$ cat src/rtl/imem_uart_loader_if.sv
// Instruction-BRAM write port bundle.
//   i_wea   : one-cycle write strobe per word
//   i_addr  : word address (ADDR_W bits)
//   i_wdata : 32-bit word to write
// master drives the port (the loader), slave receives it (the BRAM side).
interface imem_uart_loader_if #(
    parameter int unsigned ADDR_W = 10
);
    logic              i_wea;
    logic [ADDR_W-1:0] i_addr;
    logic [31:0]       i_wdata;

    modport master (output i_wea, output i_addr, output i_wdata);
    modport slave  (input  i_wea, input  i_addr, input  i_wdata);
endinterface

$ cat src/rtl/imem_uart_loader.sv
// UART program loader for the core's instruction BRAM.
// Receives a 16-bit big-endian word count followed by big-endian 32-bit words
// over 8N1 UART, writes them to BRAM addresses 0..count-1, and keeps the core
// in reset until the load is complete.
// Ports:
//   clk, rst_n : system clock, asynchronous active-low reset
//   rx         : UART serial input (idle high, LSB first)
//   bram       : BRAM write port (i_wea / i_addr / i_wdata)
//   core_rst_n : low while loading, high once done
//   done       : load complete, sticky until reset
//   led        : {done, ovf_err, frame_err, word_idx[4:0]}
module imem_uart_loader #(
    parameter int unsigned CLKS_PER_BIT = 868,
    parameter int unsigned ADDR_W       = 10
) (
    input  logic                       clk,
    input  logic                       rst_n,
    input  logic                       rx,
    imem_uart_loader_if.master         bram,
    output logic                       core_rst_n,
    output logic                       done,
    output logic [7:0]                 led
);

    localparam int unsigned CNT_W = $clog2(CLKS_PER_BIT);
    localparam int unsigned IDX_W = 17;
    localparam logic [CNT_W-1:0] FULL_M1 = CNT_W'(CLKS_PER_BIT - 1);
    localparam logic [CNT_W-1:0] HALF_M1 = CNT_W'(CLKS_PER_BIT / 2 - 1);

    typedef enum logic [1:0] {RX_IDLE, RX_START, RX_DATA, RX_STOP} rx_state_t;
    typedef enum logic [1:0] {LD_LEN_HI, LD_LEN_LO, LD_DATA, LD_DONE} ld_state_t;

    rx_state_t        rx_state;
    logic             rx_s1, rx_s2, rx_q;
    logic [CNT_W-1:0] clk_cnt;
    logic [2:0]       bit_cnt;
    logic [7:0]       shreg;
    logic             byte_valid;
    logic [7:0]       byte_data;
    logic             frame_err;

    ld_state_t        ld_state;
    logic [15:0]      count;
    logic [IDX_W-1:0] word_idx;
    logic [1:0]       byte_idx;
    logic [23:0]      word_buf;
    logic             ovf_err;

    logic [IDX_W-1:0] idx_next_c;
    logic             last_word_c;
    logic             in_range_c;

    // UART receiver: 2-flop synchronizer, mid-bit sampling, stop-bit check
    always_ff @(posedge clk or negedge rst_n) begin
        if (!rst_n) begin
            rx_s1      <= 1'b1;
            rx_s2      <= 1'b1;
            rx_q       <= 1'b1;
            rx_state   <= RX_IDLE;
            clk_cnt    <= '0;
            bit_cnt    <= '0;
            shreg      <= '0;
            byte_valid <= 1'b0;
            byte_data  <= '0;
            frame_err  <= 1'b0;
        end else begin
            rx_s1      <= rx;
            rx_s2      <= rx_s1;
            rx_q       <= rx_s2;
            byte_valid <= 1'b0;
            case (rx_state)
                RX_IDLE: begin
                    clk_cnt <= '0;
                    bit_cnt <= '0;
                    if (rx_q && !rx_s2) begin
                        rx_state <= RX_START;
                    end
                end
                RX_START: begin
                    if (clk_cnt == HALF_M1) begin
                        clk_cnt  <= '0;
                        // a start bit that is high again by mid-bit was a glitch
                        rx_state <= rx_s2 ? RX_IDLE : RX_DATA;
                    end else begin
                        clk_cnt <= clk_cnt + 1'b1;
                    end
                end
                RX_DATA: begin
                    if (clk_cnt == FULL_M1) begin
                        clk_cnt <= '0;
                        shreg   <= {rx_s2, shreg[7:1]};
                        bit_cnt <= bit_cnt + 1'b1;
                        if (bit_cnt == 3'd7) begin
                            rx_state <= RX_STOP;
                        end
                    end else begin
                        clk_cnt <= clk_cnt + 1'b1;
                    end
                end
                RX_STOP: begin
                    if (clk_cnt == FULL_M1) begin
                        clk_cnt  <= '0;
                        rx_state <= RX_IDLE;
                        if (rx_s2) begin
                            byte_valid <= 1'b1;
                            byte_data  <= shreg;
                        end else begin
                            frame_err <= 1'b1;
                        end
                    end else begin
                        clk_cnt <= clk_cnt + 1'b1;
                    end
                end
                default: rx_state <= RX_IDLE;
            endcase
        end
    end

    assign idx_next_c  = word_idx + 1'b1;
    assign last_word_c = (idx_next_c == IDX_W'(count));
    assign in_range_c  = (word_idx[IDX_W-1:ADDR_W] == '0);

    // Loader: header parse, big-endian word assembly, BRAM write strobe
    always_ff @(posedge clk or negedge rst_n) begin
        if (!rst_n) begin
            ld_state     <= LD_LEN_HI;
            count        <= '0;
            word_idx     <= '0;
            byte_idx     <= '0;
            word_buf     <= '0;
            ovf_err      <= 1'b0;
            done         <= 1'b0;
            core_rst_n   <= 1'b0;
            bram.i_wea   <= 1'b0;
            bram.i_addr  <= '0;
            bram.i_wdata <= '0;
        end else begin
            bram.i_wea <= 1'b0;
            case (ld_state)
                LD_LEN_HI: begin
                    if (byte_valid) begin
                        count[15:8] <= byte_data;
                        ld_state    <= LD_LEN_LO;
                    end
                end
                LD_LEN_LO: begin
                    if (byte_valid) begin
                        count[7:0] <= byte_data;
                        word_idx   <= '0;
                        byte_idx   <= '0;
                        if ({count[15:8], byte_data} == 16'd0) begin
                            // empty program: release the core right away
                            ld_state   <= LD_DONE;
                            done       <= 1'b1;
                            core_rst_n <= 1'b1;
                        end else begin
                            ld_state <= LD_DATA;
                        end
                    end
                end
                LD_DATA: begin
                    if (byte_valid) begin
                        word_buf <= {word_buf[15:0], byte_data};
                        byte_idx <= byte_idx + 1'b1;
                        if (byte_idx == 2'd3) begin
                            // words beyond BRAM depth are consumed but not written
                            if (in_range_c) begin
                                bram.i_wea   <= 1'b1;
                                bram.i_addr  <= word_idx[ADDR_W-1:0];
                                bram.i_wdata <= {word_buf, byte_data};
                            end else begin
                                ovf_err <= 1'b1;
                            end
                            word_idx <= idx_next_c;
                            if (last_word_c) begin
                                ld_state <= LD_DONE;
                            end
                        end
                    end
                end
                LD_DONE: begin
                    done       <= 1'b1;
                    core_rst_n <= 1'b1;
                end
                default: ld_state <= LD_LEN_HI;
            endcase
        end
    end

    assign led = {done, ovf_err, frame_err, word_idx[4:0]};

endmodule

$ cat src/flat_wrapper.sv
// flat-port wrapper written by rule: the top's interface ports become plain ports
module imem_uart_loader_flat 
#(
    parameter int unsigned CLKS_PER_BIT = 868,
    parameter int unsigned ADDR_W       = 10
)
  (clk, rst_n, rx, core_rst_n, done, led, bram_i_wea, bram_i_addr, bram_i_wdata);
  imem_uart_loader_if #(.ADDR_W(ADDR_W)) bram_i ();
  input  logic clk;
  input  logic rst_n;
  input  logic rx;
  output logic core_rst_n;
  output logic done;
  output logic [7:0] led;
  output wire logic [$bits(bram_i.i_wea)-1:0] bram_i_wea;
  output wire logic [$bits(bram_i.i_addr)-1:0] bram_i_addr;
  output wire logic [$bits(bram_i.i_wdata)-1:0] bram_i_wdata;
  assign bram_i_wea = bram_i.i_wea;
  assign bram_i_addr = bram_i.i_addr;
  assign bram_i_wdata = bram_i.i_wdata;
  imem_uart_loader #(.CLKS_PER_BIT(CLKS_PER_BIT), .ADDR_W(ADDR_W)) u_core (.clk(clk), .rst_n(rst_n), .rx(rx), .bram(bram_i), .core_rst_n(core_rst_n), .done(done), .led(led));
endmodule
$ cat config.mk
export PLATFORM = sky130hd
export DESIGN_NAME = imem_uart_loader_flat
export DESIGN_NICKNAME = d
export VERILOG_FILES = /design/src/rtl/imem_uart_loader_if.sv /design/src/rtl/imem_uart_loader.sv /design/src/flat_wrapper.sv
export SDC_FILE = /design/constraint.sdc
export NUM_CORES = 1
export LEC_CHECK = 0
export CORE_MARGIN = 2
export CORE_UTILIZATION = 52
export CTS_CLUSTER_DIAMETER = 150
export DETAILED_ROUTE_END_ITERATION = 16
export GPL_ROUTABILITY_DRIVEN = 0
export PLACE_DENSITY = 0.75
export SLEW_MARGIN = 20
export SYNTH_ARGS = -nofsm -noshare
export SYNTH_HDL_FRONTEND = slang
export SYNTH_SLANG_ARGS = --single-unit
export TNS_END_PERCENT = 5
$ cat constraint.sdc
create_clock -name clk -period 2.3 [get_ports clk]
set_input_delay 0.69 -clock clk [delete_from_list [all_inputs] [get_ports clk]]
set_output_delay 0.69 -clock clk [all_outputs]
set_load 0.02 [all_outputs]
==> results.txt, run 1 <==
The final antenna-violating net count came out at 0. The post-synth net total came out at 587. The worst setup path is captured at a flip-flop. The endpoint identified for the worst register-to-register timing path is u_core.ld_state[1]. The H-tree depth reported by CTS is 4. The port buffer count is 55.

The die covers 13500 sq um. Entering global routing, the biggest net connects 51 pins. The number of antenna violations at the first check in global routing came out at 0. The cell area after synthesis came out at 6548 sq um. The number of enable-type register cells in the synthesized netlist is 0. Relative to the synthesized area, the layout overhead comes to 24.54%. The mean post-synth cell area came out at 11.43 sq um.

Data arrives at the worst endpoint at 2.88 ns. The core outline area came out at 12160 sq um. The clock insertion delay at the later pin of the skew report is 0.42 ns.

The checks that failed: setup timing. The first global-routing pass estimated 23.16 mm of wire. The number of unique standard cell types used by synthesis is 53.

The path depth of the worst reg2reg path is 9. The buffer depth of the longest clock path came out at 2. STA puts the critical path data required time at 2.60 ns.

Yosys printed 0 warnings. For this run, the register share of the synthesized area comes to 54.33%. The run finished, with violations left. The finished cells cover 8154 sq um. The initial core utilization is 53.84%. CTS saw 142 sinks. Dividing the detail-routed wire length by the instance count gives 16.42 microns. Subtracting the final worst setup slack from the clock period gives 2.582 ns. The largest fanout on the critical path came out at 3.

The total iterations of the first detailed-routing run is 5. The setup path with the least slack is of type reg -> reg. The number of global-route vias before repair is 4704. The reg-to-reg setup timing slack is -0.28 ns. For this run, the leading register cell type out of synthesis is sky130_fd_sc_hd__dfrtp_1. The largest voltage drop on the vdd net came out at 0.7874 mV.

The total global routing overflow came out at 0. The areal power density over the cells is 683.2 nW/um^2. The via density per instance is 5.448.

The final setup violation count is 1. In this run the worst setup path begins at u_core.ld_state[0]. During I/O placement, the number of pins put on the boundary was 56.

The layout cell share with drive strength beyond 1 is 26.93%. The root cell of the clock tree is sky130_fd_sc_hd__clkbuf_16. The worst setup path is launched from a flip-flop. For this run, the total global-route usage over all layers was measured as 22.29%. TritonCTS built the clock tree.

The placed cell count came out at 806. For this run, design rule violations remaining after detail routing come to 0. The peak clock frequency supported by timing is 387.3 MHz.

The worst register-to-register path begins at u_core.ld_state[0]. After clock tree synthesis, the clock-pin slew on the worst setup and hold paths is 0.06 ns. The CTS buffer count is 17. The post-synthesis async set-or-reset flop share came out at 100.0%. The via count came out at 4576. The static leakage came out at 4.034 nW. The cell area after placement is 7515 sq um.

The detailed placer's ending HPWL came out at 9.525 mm. The number of nets at the end of the flow is 673. The final wirelength came out at 13.80 mm. The total power consumption of the routed design is 5.571 mW. The number of diodes added for antenna fixing came out at 0.

Headroom to the max-slew limit came out at 61.77%. The synthesis-stage register bit count came out at 142. The worst hold path belongs to the class in -> async.

In this run the worst setup path terminates at u_core.ld_state[1]. The die outline width came out at 116.2 microns. The post-synthesis cell count came out at 573. The number of pins exceeding their max-slew limit in the final report is 0.

The number of hold violations in the final report came out at 0. The filler cell count in the final layout is 901. The detailed router finished its first iteration with 263 violations. The vertical die dimension is 116.2 microns. The final non-filler cell total came out at 840. The setup slack of the critical path after layout is -0.2820 ns. The part of the cycle the worst path needs is 112.3%. Setup repair after global routing could not meet its margin everywhere. In this run the core area contains 40 standard-cell rows.

The number of hold buffers added after cts is 0. Max-cap violations in this run came to 0. The worst setup skew after layout is 0.008899 ns. The slew at the pin closest to its max-slew limit is 0.5682 ns.
-- logic make-up (layout without fill, tap and decap cells) --
kind of cell	Yosys count	in the layout	share of synthesized area [%]
adders and majority gates	11	11	2.102
DFF	142	142	54.33
xor gates and xnor gates	31	31	4.147
and+or+nand+nor	194	194	14.43
AOI/OAI and AO/OA	58	58	6.593
buffers and inverters	52	151	3.917
muxes	85	85	14.49
-- cells in the final DEF (no fill, tap or decap), types with 4 or more instances in the layout --
cell and count:
sky130_fd_sc_hd__buf_6 4, sky130_fd_sc_hd__clkinv_2 6, sky130_fd_sc_hd__mux2i_1 7, sky130_fd_sc_hd__nand2b_1 8, sky130_fd_sc_hd__xor2_1 10, sky130_fd_sc_hd__nand4_1 4, sky130_fd_sc_hd__o21ai_0 11, sky130_fd_sc_hd__nor3_1 14
sky130_fd_sc_hd__or3_1 4, sky130_fd_sc_hd__nor2_1 21, sky130_fd_sc_hd__dfrtp_1 136, sky130_fd_sc_hd__mux2_2 76, sky130_fd_sc_hd__nand3_1 16, sky130_fd_sc_hd__nor4_1 5, sky130_fd_sc_hd__clkdlybuf4s50_1 51, sky130_fd_sc_hd__clkbuf_16 17
sky130_fd_sc_hd__a21o_1 10, sky130_fd_sc_hd__ha_1 11, sky130_fd_sc_hd__buf_4 47, sky130_fd_sc_hd__inv_1 9, sky130_fd_sc_hd__nand2_1 98, sky130_fd_sc_hd__a22o_1 19, sky130_fd_sc_hd__xnor2_1 21
-- repair_timing --
item | in CTS | in global routing
pin swaps | 3 | 4
setup buffers | 2 | 0
resized for setup | 9 | 8
endpoints found under the setup margin | 5 | 44
-- routing by layer --
layer,wire length [microns],global-route usage (%),vias to the layer above
met3,486,4.826,30
li1,-,-,2158
met5,0,0,-
met4,312,9.127,0
met2,6732,35.98,87
met1,6264,29.59,2301
-- cell usage after synthesis (3+ instances only) --
cell,count,share of area (%)
sky130_fd_sc_hd__and2_1,3,0.29
sky130_fd_sc_hd__nor2_1,21,1.2
sky130_fd_sc_hd__mux2_2,76,13
sky130_fd_sc_hd__dfrtp_1,139,53
sky130_fd_sc_hd__buf_4,12,1.4
sky130_fd_sc_hd__nand2_1,98,5.6
sky130_fd_sc_hd__inv_1,10,0.57
sky130_fd_sc_hd__nand3_1,16,1.2
sky130_fd_sc_hd__nand4_1,4,0.38
sky130_fd_sc_hd__nor4_1,7,0.67
sky130_fd_sc_hd__ha_1,11,2.1
sky130_fd_sc_hd__or3_1,4,0.38
sky130_fd_sc_hd__dfstp_2,3,1.2
sky130_fd_sc_hd__xnor2_1,21,2.8
sky130_fd_sc_hd__clkbuf_1,20,1.1
sky130_fd_sc_hd__nor3_1,14,1.1
sky130_fd_sc_hd__a31oi_1,3,0.29
sky130_fd_sc_hd__a21o_1,10,1.1
sky130_fd_sc_hd__xor2_1,10,1.3
sky130_fd_sc_hd__mux2i_1,7,1.1
sky130_fd_sc_hd__buf_2,7,0.54
sky130_fd_sc_hd__nand2b_1,8,0.76
sky130_fd_sc_hd__a22o_1,19,2.5
sky130_fd_sc_hd__o21ai_0,11,0.84
-- power breakdown --
part | leakage (nW) | internal (mW) | switching, mW
Clock | 0.294 | 1.68 | 1.03
Combinational | 1.78 | 0.0929 | 0.145
Sequential | 1.96 | 2.54 | 0.0764
-- registers in the layout, summed over array words and instances, names as in the netlist, 8 cells and up, named ones only --
| signal | flops |
|---|---|
| u_core.clk_cnt | 10 |
| u_core.bram.i_addr | 10 |
| u_core.word_buf | 24 |
| u_core.bram.i_wdata | 32 |
| u_core.word_idx | 17 |
| u_core.byte_data | 8 |
| u_core.shreg | 8 |
| u_core.count | 16 |
-- area by class of cell --
type / instances / area [sq um] / share of cell area (%)
Sequential cell: 142 / 3561 / 43.67
Multi-Input combinational cell: 379 / 2760 / 33.85
Timing Repair Buffer: 108 / 994.7 / 12.20
Clock buffer: 22 / 474.2 / 5.816
Tap cell: 168 / 210.2 / 2.578
Clock inverter: 10 / 111.4 / 1.366
Inverter: 11 / 42.54 / 0.5217
-- worst max-delay path: stages, from the launching register on --
cell                        delay (ns)
sky130_fd_sc_hd__dfrtp_1          0.38
sky130_fd_sc_hd__inv_1            0.08
sky130_fd_sc_hd__ha_1             0.21
sky130_fd_sc_hd__or3_1            0.37
sky130_fd_sc_hd__a31oi_2          0.16
sky130_fd_sc_hd__nand4_1          0.11
sky130_fd_sc_hd__a2111oi_2        0.27
sky130_fd_sc_hd__o2111ai_1        0.21
sky130_fd_sc_hd__o31ai_1          0.31
sky130_fd_sc_hd__mux2_1           0.37
-- worst min-delay path by stage --
stage                       from                       to  slack [ns]  cells after the start
floorplan           u_core.rx_s1             u_core.rx_s2        0.35                      0
global placement    u_core.rx_s1             u_core.rx_s2        0.35                      0
detailed placement  u_core.rx_s1             u_core.rx_s2        0.35                      0
CTS                        rst_n  u_core.bram.i_wdata[20]        0.22                      1
global route               rst_n  u_core.bram.i_wdata[20]        0.24                      1
finish                     rst_n  u_core.bram.i_wdata[20]        0.21                      1
-- per-stage QoR --
step	hold slack, ns	setup WS (ns)	util [%]	TNS, ns
4_1_cts	0.2207	-0.2517	66.78	-0.2517
3_3_place_gp	0.3482	-0.1981	61.79	-0.1981
5_1_grt	0.2365	-0.3943	67.05	-0.4310
6_report	0.2075	-0.2820	67.05	-0.2820
2_1_floorplan	0.3452	-0.1296	-	-0.1296
3_5_place_dp	0.3468	-0.2888	61.79	-0.2888
Note: power is estimated with default switching activity, not from simulation.
==> run 2, diff against run 1 <==
Settings changed: CORE_UTILIZATION 52 to 44, PLACE_DENSITY 0.75 to 0.65.
==> results.txt, run 2 (same netlist as run 1, synthesis figures left out) <==
The flow ran to the end, but the final reports show violations. The final reports fail on setup timing. The number of antenna diodes in the final layout is 0.

The layout cell share with drive strength beyond 1 is 26.91%. The number of buffers and inverters on the critical path came out at 1. The count of nets left with antenna violations once routing finished came out at 0. Clock tree synthesis selected as its root buffer the cell sky130_fd_sc_hd__clkbuf_16. The residual DRC count came out at 0.

The number of top-level pins is 56. The worst setup skew after layout came out at 0.005197 ns. The number of hold violations in the final report came out at 0.

The final setup violation count came out at 2. The minimum clock period after layout came out at 2.566 ns. The slowest stage of the critical path belongs to the cell sky130_fd_sc_hd__dfrtp_1. The largest fanout on the critical path came out at 5. Ranked by flip-flop count, first place goes to u_core.bram.i_wdata. The H-tree depth reported by CTS came out at 4. Max-cap violations in this run came to 0.

The clock insertion delay at the later pin of the skew report is 0.42 ns. Dividing the detail-routed wire length by the instance count gives 15.77 microns. The number of pins exceeding their max-slew limit in the final report was 0. The area growth from synthesis to layout is 24.65%.

The first global-routing pass estimated 22.94 mm of wire. Setup total negative slack on the finished layout was measured at -0.3340 ns. For this run the aggregate overflow at the end of global routing stands at 0. The final wirelength came out at 13.45 mm. The initial DRC count came out at 186. The number of hold buffers added after cts came out at 0. The die is 126.0 microns wide. The CTS buffer count is 17.

The detailed router placed 4495 vias in this run. In the layout the commonest cells are sky130_fd_sc_hd__dfrtp_1, sky130_fd_sc_hd__nand2_1, sky130_fd_sc_hd__mux2_2, sky130_fd_sc_hd__clkdlybuf4s50_1, sky130_fd_sc_hd__buf_4. The core outline area came out at 14530 sq um. The part of the cycle the worst path needs is 111.6%. The peak clock frequency supported by timing came out at 389.7 MHz.

The kind of critical path is reg -> reg. The largest single stage delay on the critical path is 0.43 ns. STA classifies the critical path endpoint as a flip-flop. For this configuration, the core starts out at a cell density of 45.05%.

The logic depth of the worst path, buffers included came out at 9. The port buffer count is 55. The total die area came out at 15870 sq um. The number of nets at the end of the flow came out at 671.

The tightest hold path in the finished design has a slack of 0.1566 ns. Dividing total power by cell area gives a power density of 662.7 nW/um^2. The detailed placer's ending HPWL came out at 9.271 mm. Setup repair after global routing could not meet its margin everywhere. The number of cells on the worst reg-to-reg path is 9. The first TritonRoute pass finished after 7 iterations. The number of global-route vias before repair was 4510. The buffer depth of the longest clock path came out at 2. Counting tap cells, the placed design contains a total of 819 instances. TritonCTS built the clock tree. The largest voltage drop on the vdd net is 0.5140 mV. In the final layout, the registers with the most flip-flops are u_core.bram.i_wdata: 32 flops, u_core.word_buf: 24 flops, u_core.word_idx: 17 flops.

For the worst setup path, the data required time is 2.61 ns. The data arrival time at the worst-slack endpoint is 2.87 ns. The category of cells accounting for the largest share of critical-path delay is compound AO/OA/AOI/OAI gates. For this run, the total global-route usage over all layers was measured as 18.18%. The flip-flop count of the largest register after layout is 32. The vertical die dimension is 126.0 microns.

After clock tree synthesis, the clock-pin slew on the worst setup and hold paths is 0.06 ns. Row generation in the floorplan step produced 44 rows. Using the TritonRoute via totals, the vias-per-cell ratio works out to 5.270.

Traced cell by cell, the critical path runs through inv_2 > ha_4 > or3_1 > a31oi_2 > nand4_1 > a2111oi_2 > o2111ai_1 > o31ai_1 > mux2_1. The static leakage came out at 4.043 nW. The number of antenna violations at the first check in global routing is 0. The tightest slew margin relative to the limit came out at 70.43%. Cells fill 56.16% of the core in the end. The number of sinks handled by clock tree synthesis is 142. The slew at the pin closest to its max-slew limit is 0.4394 ns.

Leaving out fill and tap cells, the most frequent cell in the layout is sky130_fd_sc_hd__dfrtp_1. The classification of the worst-slack hold path is in -> async. The setup slack of the critical path after layout came out at -0.2658 ns. STA classifies the critical path startpoint as a flip-flop. Excluding fillers, the count of instances in the completed layout stands at 853. The largest net degree at the start of global routing is 58.
[run 2: area by class of cell]
class / count / area (sq um)
Clock buffer: 22 / 464.2
Clock inverter: 9 / 86.33
Fill cell: 1259 / 6372
Inverter: 11 / 42.54
Multi-Input combinational cell: 379 / 2788
Sequential cell: 142 / 3561
Tap cell: 184 / 230.2
Timing Repair Buffer: 106 / 989.7
[run 2: repair_timing]
action / CTS / global route
buffers inserted: 0 / 3
resized for setup: 8 / 16
endpoints found under the setup margin: 4 / 56
pin swaps: 0 / 4
[run 2: layer usage]
layer	vias to the layer above	global-route usage, %	wire [microns]
met5	-	0	0
met1	2239	24.60	6277
li1	2156	-	-
met4	0	7.692	252
met2	77	28.02	6472
met3	23	4.588	448
[run 2: final timing paths]
check,startpoint,endpoint,slack (ns)
worst max-delay path,u_core.ld_state[1],u_core.ld_state[1],-0.27
worst min-delay path,rst_n,u_core.bram.i_wdata[21],0.16
worst max register to register,u_core.ld_state[1],u_core.ld_state[1],-0.27
worst min register to register,u_core.rx_s1,u_core.rx_s2,0.36
max in group asynchronous,rst_n,u_core.rx_q,1.46
min in group clk,u_core.rx_s1,u_core.rx_s2,0.36
[run 2: stage by stage]
step / worst slack [ns] / instance area (sq um) / power [mW]
finish: -0.2658 / 8162 / 5.408
global route: -0.3785 / 8162 / 5.644
CTS: -0.2344 / 8073 / 5.467
detailed placement: -0.3669 / 7512 / 2.898
global placement: -0.2350 / 7512 / 2.884
floorplan: -0.1296 / 6548 / 2.800
[run 2: where the power goes]
group | internal [mW] | switching (mW) | total [mW]
combinational | 0.0884 | 0.144 | 0.233
clock | 1.54 | 1.02 | 2.56
sequential | 2.54 | 0.0693 | 2.61
total | 4.17 | 1.24 | 5.41
==> run 3, diff against run 2 <==
Settings changed: CORE_UTILIZATION 44 to 52, PLACE_DENSITY 0.65 to 0.75.
==> results of run 3 <==
The final DEF is identical to that of run 1; final timing and power are the same.
